`config.mk`:
```
export PLATFORM = sky130hd
export DESIGN_NAME = fft_twiddle_seq
export DESIGN_NICKNAME = d
export VERILOG_FILES = /design/src/rtl/fft_twiddle_seq.sv
export SDC_FILE = /design/constraint.sdc
export NUM_CORES = 1
export LEC_CHECK = 0
export ABC_AREA = 1
export CAP_MARGIN = 20
export CORE_MARGIN = 4
export CORE_UTILIZATION = 33
export DETAILED_ROUTE_END_ITERATION = 10
export GPL_ROUTABILITY_DRIVEN = 0
export SLEW_MARGIN = 20
export SYNTH_ARGS = -nofsm -noshare
export SYNTH_HDL_FRONTEND = slang
export SYNTH_SLANG_ARGS = --single-unit
```
`constraint.sdc`:
```
create_clock -name clk -period 8.5 [get_ports clk]
set_input_delay 0.85 -clock clk [delete_from_list [all_inputs] [get_ports clk]]
set_output_delay 0.85 -clock clk [all_outputs]
set_load 0.02 [all_outputs]
```
`src/rtl/fft_twiddle_seq.sv`:
```
// fft_twiddle_seq - butterfly schedule sequencer for the 16-point radix-2 DIF FFT.
// Walks 4 stages x 8 butterflies, fetches each twiddle from an external LUT and
// presents {stage, top, bot, twiddle, last} as one registered valid/ready command.
// Optional inverse-FFT support (conjugated twiddles, extra 'inv' input) is built
// when the macro FFT_SEQ_IFFT_EN is defined.
//
// state | meaning
// IDLE  | waiting for start; counters parked at 0
// RUN   | issuing commands; stays here until the final command is accepted
// GAP   | STAGE_GAP bubble cycles between stages; no new loads

module fft_twiddle_seq #(
    parameter int unsigned STAGE_GAP = 0
) (
    input  logic        clk,
    input  logic        rst,
    input  logic        start,
`ifdef FFT_SEQ_IFFT_EN
    input  logic        inv,
`endif
    output logic        busy,
    output logic        done,
    output logic [2:0]  w_addr,
    input  logic [31:0] w_data,
    output logic        out_valid,
    input  logic        out_ready,
    output logic [1:0]  out_stage,
    output logic [3:0]  out_top,
    output logic [3:0]  out_bot,
    output logic [31:0] out_w,
    output logic        out_last
);

    localparam bit         GAP_EN   = (STAGE_GAP != 0);
    localparam logic [3:0] GAP_LOAD = (STAGE_GAP == 0) ? 4'd0 : 4'(STAGE_GAP - 1);

    typedef enum logic [1:0] {
        IDLE = 2'd0,
        RUN  = 2'd1,
        GAP  = 2'd2
    } state_t;

    state_t      state_q, state_d;
    logic [1:0]  stg_q;
    logic [2:0]  bfly_q;
    logic [3:0]  gap_q;

    logic        valid_q, last_q, done_q;
    logic [1:0]  stage_q;
    logic [3:0]  top_q, bot_q;
    logic [31:0] w_q;

    logic [3:0]  span, span_m1;
    logic [2:0]  grp, kk, shamt;
    logic [7:0]  base;
    logic [3:0]  top_idx, bot_idx;
    logic [31:0] w_eff;

    logic        load, xfer, final_xfer, stage_end, is_last_bfly;

    // Operand indices and twiddle address for the butterfly selected by (stg_q, bfly_q)
    always_comb begin
        span    = 4'd8 >> stg_q;
        span_m1 = span - 4'd1;
        shamt   = 3'd3 - {1'b0, stg_q};
        grp     = bfly_q >> shamt;
        kk      = bfly_q & span_m1[2:0];
        // g*2*span is a shift because span is a power of two
        base    = {5'd0, grp} << (3'd4 - {1'b0, stg_q});
        top_idx = base[3:0] + {1'b0, kk};
        bot_idx = top_idx + span;
        w_addr  = kk << stg_q;
    end

`ifdef FFT_SEQ_IFFT_EN
    logic        inv_q;
    logic [15:0] im_neg;

    // Frame-wide inverse flag, latched only when a start is accepted
    always_ff @(posedge clk) begin
        if (rst) begin
            inv_q <= 1'b0;
        end else if (state_q == IDLE && start) begin
            inv_q <= inv;
        end
    end

    // Conjugate twiddle for inverse transforms; |im| <= 16384 so negation cannot overflow
    always_comb begin
        im_neg = 16'd0 - w_data[15:0];
        w_eff  = inv_q ? {w_data[31:16], im_neg} : w_data;
    end
`else
    // Forward transform only: twiddle passes through untouched
    always_comb begin
        w_eff = w_data;
    end
`endif

    // State register
    always_ff @(posedge clk) begin
        if (rst) begin
            state_q <= IDLE;
        end else begin
            state_q <= state_d;
        end
    end

    // Next-state logic and load/transfer decode
    always_comb begin
        state_d      = state_q;
        load         = 1'b0;
        xfer         = valid_q && out_ready;
        final_xfer   = xfer && last_q;
        stage_end    = (bfly_q == 3'd7) && (stg_q != 2'd3);
        is_last_bfly = (bfly_q == 3'd7) && (stg_q == 2'd3);
        unique case (state_q)
            IDLE: begin
                if (start) begin
                    state_d = RUN;
                end
            end
            RUN: begin
                if (final_xfer) begin
                    state_d = IDLE;
                end else if ((!valid_q || out_ready) && !(valid_q && last_q)) begin
                    // Once the last command is pending nothing more is loaded
                    load = 1'b1;
                    if (stage_end && GAP_EN) begin
                        state_d = GAP;
                    end
                end
            end
            GAP: begin
                if (gap_q == 4'd0) begin
                    state_d = RUN;
                end
            end
            default: state_d = IDLE;
        endcase
    end

    // Stage/butterfly counters and the inter-stage gap down-counter
    always_ff @(posedge clk) begin
        if (rst) begin
            stg_q  <= 2'd0;
            bfly_q <= 3'd0;
            gap_q  <= 4'd0;
        end else begin
            if (final_xfer) begin
                stg_q  <= 2'd0;
                bfly_q <= 3'd0;
            end else if (load) begin
                bfly_q <= bfly_q + 3'd1;
                if (stage_end) begin
                    stg_q <= stg_q + 2'd1;
                end
            end
            if (load && stage_end && GAP_EN) begin
                gap_q <= GAP_LOAD;
            end else if (state_q == GAP && gap_q != 4'd0) begin
                gap_q <= gap_q - 4'd1;
            end
        end
    end

    // Command output register with valid/ready hold, plus the done pulse
    always_ff @(posedge clk) begin
        if (rst) begin
            valid_q <= 1'b0;
            last_q  <= 1'b0;
            done_q  <= 1'b0;
            stage_q <= 2'd0;
            top_q   <= 4'd0;
            bot_q   <= 4'd0;
            w_q     <= 32'd0;
        end else begin
            done_q <= final_xfer;
            if (load) begin
                valid_q <= 1'b1;
                stage_q <= stg_q;
                top_q   <= top_idx;
                bot_q   <= bot_idx;
                w_q     <= w_eff;
                last_q  <= is_last_bfly;
            end else if (xfer) begin
                valid_q <= 1'b0;
                last_q  <= 1'b0;
            end
        end
    end

    assign busy      = (state_q != IDLE);
    assign done      = done_q;
    assign out_valid = valid_q;
    assign out_stage = stage_q;
    assign out_top   = top_q;
    assign out_bot   = bot_q;
    assign out_w     = w_q;
    assign out_last  = last_q;

endmodule

```
==> flow_summary_export.csv <==
group,metric,value,unit
run_status,outcome,"complete, no violations",
timing,worstMarginPinSlew,0.983,ns
yosys,synth_top_area_cell,"dfxtp_1",
clocking,clock_path_buffers,2,
power_and_ir_drop,power.total,0.000552,W
yosys,synth_commonest_cells,"nor2_1, dfxtp_1, o21ai_0",
timing,fin_crit_sh,40.6,%
die,rows,29,
route,route.antenna.remaining_nets,0,
route,initialDrtViolationCount,84,
cells_and_area,drive_gt1_share,5.33,%
cells_and_area,design_area,3250,um^2
timing,final.setup.tns,0,ns
global_route,overflow,0,
yosys,ys_seq_elements,51,
setup_path,cp_slowest_cell,"clkdlybuf4s50_1",
power_and_ir_drop,worst_ir_drop_vdd,0.0730,mV
clocking,ctsResizeCount,0,
setup_path,cp.arrival,2.60,ns
setup_path,criticalPathCategory,"reg2out",
yosys,async_flop_share,0,%
placement,dp_hpwl,4230,um
global_route,grt_pass1_vias,1994,
clocking,cts_setup_buffers,0,
global_route,gr-usage-all-layers,14.4,%
cells_and_area,fin_cells,452,
die,io_pins,85,
timing,rsz0062_at_grt,"no",
clocking,cts-root-buf,"clkbuf_8",
die,initial_utilization,34.8,%
power_and_ir_drop,p_per_area,170,nW/um^2
timing,relSlewSlack,34.1,%
route,dr.pass1.iters,4,
timing,drv_slew,0,
yosys,synth_fp_nets,347,
yosys,ys.flop_type,"dfxtp_1",
setup_path,crit_required,7.65,ns
clocking,cts_tree,"done",
clocking,hold_buffers,0,
timing,timing.fmax,290,MHz
yosys,synth_enable_flop_cells,0,
setup_path,endpoint_kind,"output port",
setup_path,crit_chain,"inv_2 > ha_1 > nand2_1 > nand2_1 > nor2_1 > o21ai_0 > nor2_1 > clkdlybuf4s50_1",
die,die_h,90.8,um
yosys,seq_area_frac_synth,45.1,%
route,wire_per_inst,13.1,um
setup_path,cpPeakStageDelay,0.62,ns
clocking,htreeDepth,2,
timing,min_period,3.45,ns
cells_and_area,areaGrowthSynthToFinish,43.8,%
yosys,synthTopCellsByArea,"dfxtp_1, nor2_1, o21ai_0, ha_1, nand2_1",
placement,placed_area,3140,um^2
clocking,numCtsBuffers,5,
setup_path,rrSetupSlack,5.31,ns
yosys,synthCells,296,
clocking,path_clk_slew,0.09,ns
timing,hold_viol_final,0,
cells_and_area,fin_util,50.1,%
timing,setup_viol,0,
cells_and_area,fin_nets,425,
route,wl,5910,um
placement,io_buffer_count,84,
placement,dp_cells,444,
route,vias,2143,
yosys,synth.distinct_cells,25,
yosys,syn-cell-area,2260,um^2
global_route,grt_first_pass_wirelength,9800,um
cells_and_area,antenna_cells,0,
setup_path,cp_max_fo,9,
route,route.detailed.drc,0,
setup_path,start_kind,"flip-flop",
yosys,yosysWarnings,0,
yosys,synth.avg_cell_area,7.64,um^2
hold_path,hold_path_class,"reg2reg",
timing,fin_skew,0.00951,ns
flow_run,maxCapViolCount,0,
die,core_area,6490,um^2
global_route,grt_start_max_net_pins,52,
yosys,yosysMostFrequentCell,"nor2_1",
die,die_x,90.8,um
yosys,synth_top_area_share,45.1,%
clocking,cts_sinks,51,
clocking,clk-insertion-delay-late,0.30,ns
route,viasPerCell,4.74,
die,die_area,8240,um^2
global_route,antenna_found_initial,0,
power_and_ir_drop,p_leak,1.36,nW
path summary, 6_finish.rpt:
| kind | startpoint | endpoint | cells after the start |
|---|---|---|---|
| hold / removal | out_top[2] | out_top[2] | 2 |
| setup / recovery | stg_q[0] | w_addr[1] | 8 |
| setup reg to reg | stg_q[0] | out_bot[3] | 17 |
| hold reg to reg | out_top[2] | out_top[2] | 2 |
flip-flops by register name, summed over array words and instances, names as in the netlist:
signal and cells:
out_last 1, done 1, out_valid 1, out_w 32, out_stage 2, out_bot 4
bfly_q 3, out_top 4, stg_q 2, state_q 1
per-layer routing:
metal | global-route usage [%] | share of wire (%) | vias up
li1 | - | - | 1107
met1 | 19.1 | 49 | 965
met2 | 22.4 | 43 | 62
met3 | 4.25 | 6.0 | 9
met4 | 4.40 | 1.6 | 0
met5 | 0 | 0 | -
logic make-up (layout without fill, tap and decap cells):
group	count (synthesis)	after routing	synth area share, %
xor+xnor	2	2	0.774
compound gates	59	59	13.6
simple gates	138	138	25.1
buf+inv	31	110	6.42
fa+ha+maj	15	15	8.96
flops	51	51	45.1
through the flow:
| stage | hold slack (ns) | setup WS [ns] |
|---|---|---|
| floorplan | 0.486 | 5.73 |
| global placement | 0.455 | 5.07 |
| detailed placement | 0.458 | 5.03 |
| CTS | 0.472 | 5.06 |
| global route | 0.496 | 4.89 |
| finish | 0.471 | 5.05 |
report_power, final:
group | internal [W] | switching (W)
sequential | 0.000256 | 0.00000975
combinational | 0.0000549 | 0.0000575
clock | 0.0000953 | 0.0000782
total | 0.000406 | 0.000146
layout make-up:
| cell class | instances | area, um^2 |
|---|---|---|
| Fill cell | 657 | 3240 |
| Multi-Input combinational cell | 214 | 1100 |
| Sequential cell | 51 | 1020 |
| Timing Repair Buffer | 84 | 841 |
| Tap cell | 77 | 96.3 |
| Clock buffer | 6 | 82.6 |
| Inverter | 18 | 81.3 |
| Clock inverter | 2 | 35.0 |
cells in the final DEF, fill, tap and decap left out, types with 2 or more instances in the layout:
master and n:
dfxtp_1 51, clkdlybuf4s50_1 84, inv_2 3, clkbuf_8 6, nor2_1 87, nand2_1 29, ha_1 13, a21oi_1 13
clkinv_1 2, fa_1 2, nand3_2 2, inv_1 12, nand2_2 4, nand3_1 14, o21ai_0 42
worst max-delay path: cells and delay by family (launching register included):
kind	cells	cell delay, ns
AOI/OAI and AO/OA	1	0.12
buffers and inverters	2	0.78
and+or+nand+nor	4	0.57
adders and majority gates	1	0.29
DFF	1	0.53
(Power assumes the default switching activity.)
